File: src/rtl/refresh_scheduler_pkg.sv
// Shared constants and FSM encoding for the auto-refresh scheduler.
package refresh_scheduler_pkg;

  typedef enum logic [1:0] {
    RS_IDLE = 2'd0,
    RS_REQ  = 2'd1,
    RS_GAP  = 2'd2
  } rs_state_e;

  localparam int DEF_TRP          = 5;
  localparam int DEF_TREFI        = 7800;
  localparam int DEF_MAX_POSTPONE = 8;

endpackage

File: src/rtl/refresh_scheduler_refi_timer.sv
// tREFI interval down-counter: one-cycle tick at zero, reloads trefi-1.
module refi_timer #(
  parameter int TREFI_W = 28
) (
  input  logic               clk,
  input  logic               rst,
  input  logic               ref_en,
  input  logic [TREFI_W-1:0] trefi,
  output logic               tick
);

  logic [TREFI_W-1:0] cnt;
  logic               run;

  assign run  = ref_en && (trefi != '0);
  assign tick = run && (cnt == '0);

  // Reload samples trefi live, so a new interval lands at the next reload.
  always_ff @(posedge clk) begin
    if (rst || !run || tick) cnt <= trefi - TREFI_W'(1);
    else                     cnt <= cnt - TREFI_W'(1);
  end

endmodule

File: src/rtl/refresh_scheduler.sv
// Periodic auto-refresh request generator with postponement and req/ack handshake.
module refresh_scheduler
  import refresh_scheduler_pkg::*;
#(
  parameter int TREFI_W      = 28,
  parameter int MAX_POSTPONE = DEF_MAX_POSTPONE,
  parameter int CNT_W        = 4
) (
  input  logic               clk,
  input  logic               rst,
  input  logic               ref_en,
  input  logic [TREFI_W-1:0] trefi,
  input  logic               dispatcher_busy,
  output logic               autoref_req,
  input  logic               autoref_ack,
  output logic [CNT_W-1:0]   pending_cnt,
  output logic               ref_urgent,
  output logic               ref_overflow,
  input  logic               ovf_clr,
  output logic [31:0]        ref_done_cnt
);

  localparam logic [CNT_W-1:0] MAX_P = CNT_W'(MAX_POSTPONE);

  rs_state_e state_q, state_d;
  logic      tick, ack_acc, at_max, ovf_set, req_d;

  refi_timer #(.TREFI_W(TREFI_W)) u_timer (
    .clk    (clk),
    .rst    (rst),
    .ref_en (ref_en),
    .trefi  (trefi),
    .tick   (tick)
  );

  assign ack_acc    = (state_q == RS_REQ) && autoref_ack;
  assign at_max     = (pending_cnt == MAX_P);
  assign ovf_set    = tick && !ack_acc && at_max;
  assign ref_urgent = (pending_cnt >= MAX_P);

  always_ff @(posedge clk) begin
    if (rst) begin
      state_q     <= RS_IDLE;
      autoref_req <= 1'b0;
    end else begin
      state_q     <= state_d;
      autoref_req <= req_d;
    end
  end

  always_comb begin
    state_d = state_q;
    case (state_q)
      RS_IDLE: if ((pending_cnt != '0) && (!dispatcher_busy || ref_urgent)) state_d = RS_REQ;
      RS_REQ:  if (autoref_ack) state_d = RS_GAP;
      RS_GAP:  state_d = RS_IDLE;
      default: state_d = RS_IDLE;
    endcase
  end

  // Request is a flop copy of the next state so it rises on the edge entering REQ.
  always_comb begin
    req_d = (state_d == RS_REQ);
  end

  always_ff @(posedge clk) begin
    if (rst) begin
      pending_cnt  <= '0;
      ref_overflow <= 1'b0;
      ref_done_cnt <= '0;
    end else begin
      if (tick && !ack_acc) begin
        if (!at_max) pending_cnt <= pending_cnt + CNT_W'(1);
      end else if (ack_acc && !tick) begin
        pending_cnt <= pending_cnt - CNT_W'(1);
      end
      if (ovf_set)      ref_overflow <= 1'b1;
      else if (ovf_clr) ref_overflow <= 1'b0;
      if (ack_acc) ref_done_cnt <= ref_done_cnt + 32'd1;
    end
  end

endmodule

File: config.mk
export PLATFORM = sky130hd
export DESIGN_NAME = refresh_scheduler
export DESIGN_NICKNAME = d
export VERILOG_FILES = /design/src/rtl/refresh_scheduler_pkg.sv /design/src/rtl/refresh_scheduler_refi_timer.sv /design/src/rtl/refresh_scheduler.sv
export SDC_FILE = /design/constraint.sdc
export NUM_CORES = 1
export LEC_CHECK = 0
export CELL_PAD_IN_SITES_DETAIL_PLACEMENT = 0
export CELL_PAD_IN_SITES_GLOBAL_PLACEMENT = 2
export CORE_ASPECT_RATIO = 0.6
export CORE_MARGIN = 2
export CORE_UTILIZATION = 31
export DETAILED_ROUTE_END_ITERATION = 10
export HOLD_SLACK_MARGIN = 0.12
export PLACE_DENSITY_LB_ADDON = 0.15
export REMOVE_ABC_BUFFERS = 1
export SLEW_MARGIN = 30
export SYNTH_ARGS = -nofsm -noshare
export SYNTH_HDL_FRONTEND = slang
export SYNTH_SLANG_ARGS = --single-unit
File: constraint.sdc
create_clock -name clk -period 7.55 [get_ports clk]
set_clock_uncertainty 0.15 [all_clocks]
set_input_delay 1.51 -clock clk [delete_from_list [all_inputs] [get_ports clk]]
set_output_delay 1.51 -clock clk [all_outputs]
set_load 0.05 [all_outputs]
* Word level (Yosys, flattened, before mapping)
Index checks and enable logic that the tools add are counted.
** Operators by class
- Multiplexer cells :: 9
- Magnitude comparators :: 1
- Reductions and logical operators :: 21
- Add/subtract/negate cells :: 5
- Equality and inequality tests :: 4
** Operators with widths (number)
- 28-bit by 1-bit subtractor with 28-bit output, second input constant :: 2
- 32-bit by 1-bit adder with 32-bit output, second input constant :: 1
- 28-bit zero test :: 1
- 28-bit 2-to-1 mux :: 1
- 28-bit nonzero test :: 1
- 4-bit 2-to-1 mux :: 3
- 1-bit logical AND :: 7
- 4-bit by 1-bit adder with 4-bit output, second input constant :: 1
- 2-bit by 1-bit equality test with 1-bit output, second input constant :: 2
- 4-bit equality test, second input constant :: 1
- 4-bit >= comparator, second input constant :: 1
- 1-bit zero test :: 4
- 2-bit 2-to-1 mux :: 2
- 2-bit one-hot mux with 2 select lines :: 1
- 2-bit nonzero test :: 2
- 4-bit nonzero test :: 1
- 4-bit by 1-bit subtractor with 4-bit output, second input constant :: 1
- 1-bit logical OR :: 3
- 2-bit zero test :: 1
- 1-bit 2-to-1 mux :: 2
- 2-bit != test, second input constant :: 1
- 2-bit AND reduction :: 1
** Word-level totals
- Word-level logic and storage cells :: 46
- Flip-flop bits (word level) :: 68
- Bits of input ports :: 34
- Output and inout bits :: 39

* Depth between registers and ports, before layout
- Word-level depth :: 7
- Mapped depth :: 14

* Modules after synthesis
A second synthesis with hierarchy kept.
** Unflattened totals
- Cells, all modules :: 450
- Area, all modules :: 3873.7 um2
** By module, submodules not included
- refresh_scheduler :: area an instance 1938.1 um2, times used 1, cells each 227
- refi_timer :: area an instance 1935.6 um2, times used 1, cells each 223

* Worst setup path before layout
Ideal clock, no wire load.
- Path type :: input to register
- Start :: in trefi[3]
- End :: reg u_timer.cnt[26]
- Setup time :: 0.122 ns
- Setup slack :: 1.716 ns
- Stages on the path :: 14
- Arrival time :: 5.562 ns
- Path through :: or4_4 or4_4 buf_6 o311a_2 nand2_1 buf_4 mux2i_1 ha_1 or4b_2 nor4_1 nand2_1 nor3_1 xnor2_1 mux2i_1
** Between the ends
- Longest elaborated chain between the ends :: 6
- Elaborated cells between the ends (all ways) :: 8
** Ends and longest elaborated chain
- start, declared :: line refresh_scheduler.sv:12 : input logic [TREFI_W-1:0] trefi,
- parallel branches: the longest is 5 deep, another holds 28-bit by 1-bit subtractor with 28-bit output
- 28-bit 2-to-1 mux * :: line refresh_scheduler_refi_timer.sv:20 : if (rst || !run || tick) cnt <= trefi - TREFI_W'(1);
- end signal, assigned :: line refresh_scheduler_refi_timer.sv:20
- end signal, assigned :: line refresh_scheduler_refi_timer.sv:21 : else cnt <= cnt - TREFI_W'(1);
- end, declared :: line refresh_scheduler_refi_timer.sv:12 : logic [TREFI_W-1:0] cnt;
Every way passes the cells marked *.
A chain may end at the register's enable or synchronous reset.

* Worst setup path in the final report
- Start :: in trefi[16]
- End :: reg u_timer.cnt[26]
Same word-level chain as after synthesis.

==> metrics.log <==
INFO  metric worst_hold_startpoint = state_q[1]$_SDFF_PP0_
INFO  metric place.gp.congestion = 0.799
INFO  metric post_layout_nonfiller_instances = 676
INFO  metric outcome = finished, final reports clean
INFO  metric post_synth_instance_area = 3720 um^2
INFO  metric worst_setup_hold_path_clk_slew = 0.05 ns
INFO  metric final-hold-violation-count = 0
INFO  metric share_of_the_yosys_chip_area_belonging_to_registers = 36.6%
INFO  metric endpoint_kind = register
INFO  metric fraction_of_final_layout_cells_with_drive_strength_greater_than_1 = 7.75%
INFO  metric synth_simple_gate_area_share = 30.8%
INFO  metric num-fill-cells = 1,165
INFO  metric rr_endpoint = u_timer.cnt[26]$_DFF_P_
INFO  metric route.detailed.vias_per_inst = 4.88
INFO  metric wl_per_cell = 14.7 um
INFO  metric whs_endpoint = state_q[0]$_SDFF_PP0_
INFO  metric r2r-start = u_timer.cnt[5]$_DFF_P_
INFO  metric register_bit_total_from_synthesis = 68
INFO  metric arrival = 6.01 ns
INFO  metric synth-compound-area-share = 8.94%
INFO  metric vdd.ir_drop.worst = 0.000121 V
INFO  metric clock-root-buffer = clkbuf_16
INFO  metric final.min_clock_period = 5.95 ns
INFO  metric postCtsSetupRepairBufs = 0
INFO  metric placedCellCount = 660
INFO  metric syn_to_final_growth = 33.3%
INFO  metric number_of_enable_type_register_cells_in_the_synthesized_netlist = 0
INFO  metric num_vias = 3,296
INFO  metric layout_worst_path_cycle_share = 78.9%
INFO  metric async_flop_share = 0%
INFO  metric synth_area_per_cell = 8.50 um^2
INFO  metric io_buffers = 72
INFO  metric rsz_0062_raised_after_global_routing = no
INFO  metric cts.path.max_buffers = 2
INFO  metric r2r_cells = 13
INFO  metric synthXorXnorAreaFrac = 16.2%
INFO  metric cellPowerDensity = 215 nW/um^2
INFO  metric start_util = 32.4%
INFO  metric cts.htree.levels = 3
INFO  metric static-leakage-power = 0.00180 uW
INFO  metric grt_first_pass_wirelength = 16.4 mm
INFO  metric grt_max_degree = 41
INFO  metric post_synth_fa_ha_maj_area_fraction = 1.88%
INFO  metric drcViolationCount = 0
INFO  metric grt_pass1_vias = 3,068
INFO  metric place_hpwl = 7.70 mm
INFO  metric timing.critical_path.required = 7.61 ns
INFO  metric worst_slew_margin_rel = 52.4%
INFO  metric postSynth.topFlopCell = dfxtp_1
INFO  metric cp-start-kind = primary input
INFO  metric synth.area.top_cells = dfxtp_1 37%, xor2_1 9.7%, xnor2_1 6.6%, nor2_1 6.0%, nand2_1 4.1%
INFO  metric timing.reg2reg.setup_slack = 2.77 ns
INFO  metric register_area = 1360 um^2
INFO  metric timing.critical_path.max_delay_family = simple AND/OR/NAND/NOR gates
INFO  metric hold_depth = 1
INFO  metric commonest_cells_in_the_netlist = 68 x dfxtp_1, 59 x nor2_1, 41 x nand2_1, 41 x xor2_1, 28 x xnor2_1
INFO  metric grt_usage = 16.3%
INFO  metric cts-resized-gates = 0
INFO  metric die-height = 88.9 um
INFO  metric crit_fanout = 7
INFO  metric grt_overflow_total = 0
INFO  metric cell_taking_the_most_area_after_synthesis = dfxtp_1
INFO  metric multi_input_comb_area = 2280 um^2
INFO  metric critical_path.cell_chain = clkdlybuf4s50_1 > or4_2 > nand4bb_1 > o311a_2 > nand2_1 > mux2i_1 > ha_1 > or4b_2 > nor4_1 > buf_4 > nand2_1 > nor3_1 > xnor2_1 > mux2i_1
INFO  metric cts.sinks = 68
INFO  metric actual_slew_at_the_worst_max_slew_pin = 0.709 ns
INFO  metric numCtsBuffers = 9
INFO  metric cts.hold.buffers_added = 0
INFO  metric num_antenna_cells = 0
INFO  metric synthMostInstantiatedCell = dfxtp_1
INFO  metric timing.max_cap.violations = 0
INFO  metric fmaxAchievable = 0.168 GHz
INFO  metric fp.coreArea = 11,500 um^2
INFO  metric synthCells = 438
INFO  metric timing_worst_setup_path_type = primary input to register
INFO  metric io_pins = 73
INFO  metric ant_nets = 0
INFO  metric core.rowCount = 30
INFO  metric combinational_family_with_the_most_area_after_synthesis = simple AND/OR/NAND/NOR gates
INFO  metric setup-tns-final = 0 ns
INFO  metric clock_insertion_delay_worst_skew = 0.33 ns
INFO  metric die_area = 12,900 um^2
INFO  metric crit_buf_inv = 2
INFO  metric total_of_warnings_raised_by_yosys = 0
INFO  metric critPathMaxStageDelay = 0.72 ns
INFO  metric detailed_routing_iteration_count_for_the_pre_antenna_repair_pass = 4
INFO  metric chipWidth = 145 um
INFO  metric drtIter0Drc = 150
INFO  metric slew_viol_final = 0
INFO  metric antenna_found_initial = 0
INFO  metric fin_nets = 550
INFO  metric hold_class = register to register
INFO  metric finalSetupViolCount = 0
INFO  metric cpMaxStageDelayCell = or4_2
INFO  metric clock_tree_from_tritoncts = done
INFO  metric wl = 9.95 mm
INFO  metric synth_mux_area_share = 3.09%
INFO  metric share_of_the_synthesized_area_in_the_top_cell_type = 36.6%
INFO  metric synth.lib_cells_used.distinct = 58
[worst register-to-register path, delay by kind of cell (launching register included)]
family	cells	cell delay (ns)
buf+inv	1	0.19
simple gates	8	3.20
flops	1	0.35
xor+xnor	1	0.15
fa+ha+maj	1	0.28
mux	2	0.34
[cells by family after synthesis]
family / after synthesis
buffers and inverters: 20
DFF: 68
xor gates and xnor gates: 69
and+or+nand+nor: 216
adders and majority gates: 5
AOI/OAI and AO/OA: 49
muxes: 11
[routing by layer]
metal	track usage, %	vias to the layer above	wire [um]
li1	-	1716	-
met1	25.9	1510	5910
met2	20.6	62	3460
met3	4.23	8	490
met4	5.08	0	91
met5	0	-	0
[sequential cells by signal (all words and copies together) (netlist names)]
register and cells:
pending_cnt 4, ref_done_cnt 32, u_timer.cnt 28, ref_overflow 1
state_q 2, autoref_req 1
[cell type report]
| class | instances | area share (%) |
|---|---|---|
| timing repair buffer | 78 | 15.4 |
| clock inverter | 6 | 2.27 |
| sequential | 68 | 27.4 |
| multi-input combinational | 350 | 45.9 |
| clock buffer | 10 | 4.62 |
| tap | 160 | 4.04 |
| inverter | 4 | 0.303 |
[metrics by stage]
step / total power (uW) / worst slack [ns] / instance area (um^2) / hold slack [ns] / util [%]
after global routing: 1120 / 1.41 / 4960 / 0.360 / 43.2
final: 1070 / 1.60 / 4960 / 0.316 / 43.2
after global placement: 589 / 1.42 / 4610 / 0.301 / 40.2
after floorplan: 520 / 1.55 / 3640 / 0.275 / -
after CTS: 1080 / 1.61 / 4960 / 0.316 / 43.2
after detailed placement: 590 / 1.26 / 4620 / 0.306 / 40.2
[where the power goes]
group | total, uW | internal, uW | switching, uW
Combinational | 170 | 74.3 | 95.7
Clock | 484 | 323 | 161
Sequential | 412 | 383 | 28.7
Total | 1070 | 781 | 285
[how the worst max path moves through the flow]
stage | end | depth (start not counted) | from | slack, ns
global route | u_timer.cnt[26]$_DFF_P_ | 14 | trefi[16] | 1.41
floorplan | u_timer.cnt[26]$_DFF_P_ | 12 | trefi[3] | 1.55
CTS | u_timer.cnt[26]$_DFF_P_ | 14 | trefi[16] | 1.61
finish | u_timer.cnt[26]$_DFF_P_ | 14 | trefi[16] | 1.60
global placement | u_timer.cnt[26]$_DFF_P_ | 14 | trefi[3] | 1.42
detailed placement | u_timer.cnt[26]$_DFF_P_ | 14 | trefi[16] | 1.26
[cells in the final DEF, fill, tap and decap left out, drive strengths merged, types with 6 or more instances in the layout]
cell / synthesis / routed
or3: 9 / 9
o21ai: 17 / 17
nor4: 14 / 14
nand3: 17 / 17
or4: 11 / 11
a21oi: 10 / 10
nand2: 41 / 41
and3: 12 / 12
xor2: 41 / 41
nand4: 9 / 9
nor3: 21 / 21
clkdlybuf4s50: 0 / 72
mux2i: 10 / 10
xnor2: 28 / 28
buf: 10 / 6
dfxtp: 68 / 68
clkbuf: 6 / 10
nor2: 59 / 59
(Power assumes the default switching activity.)
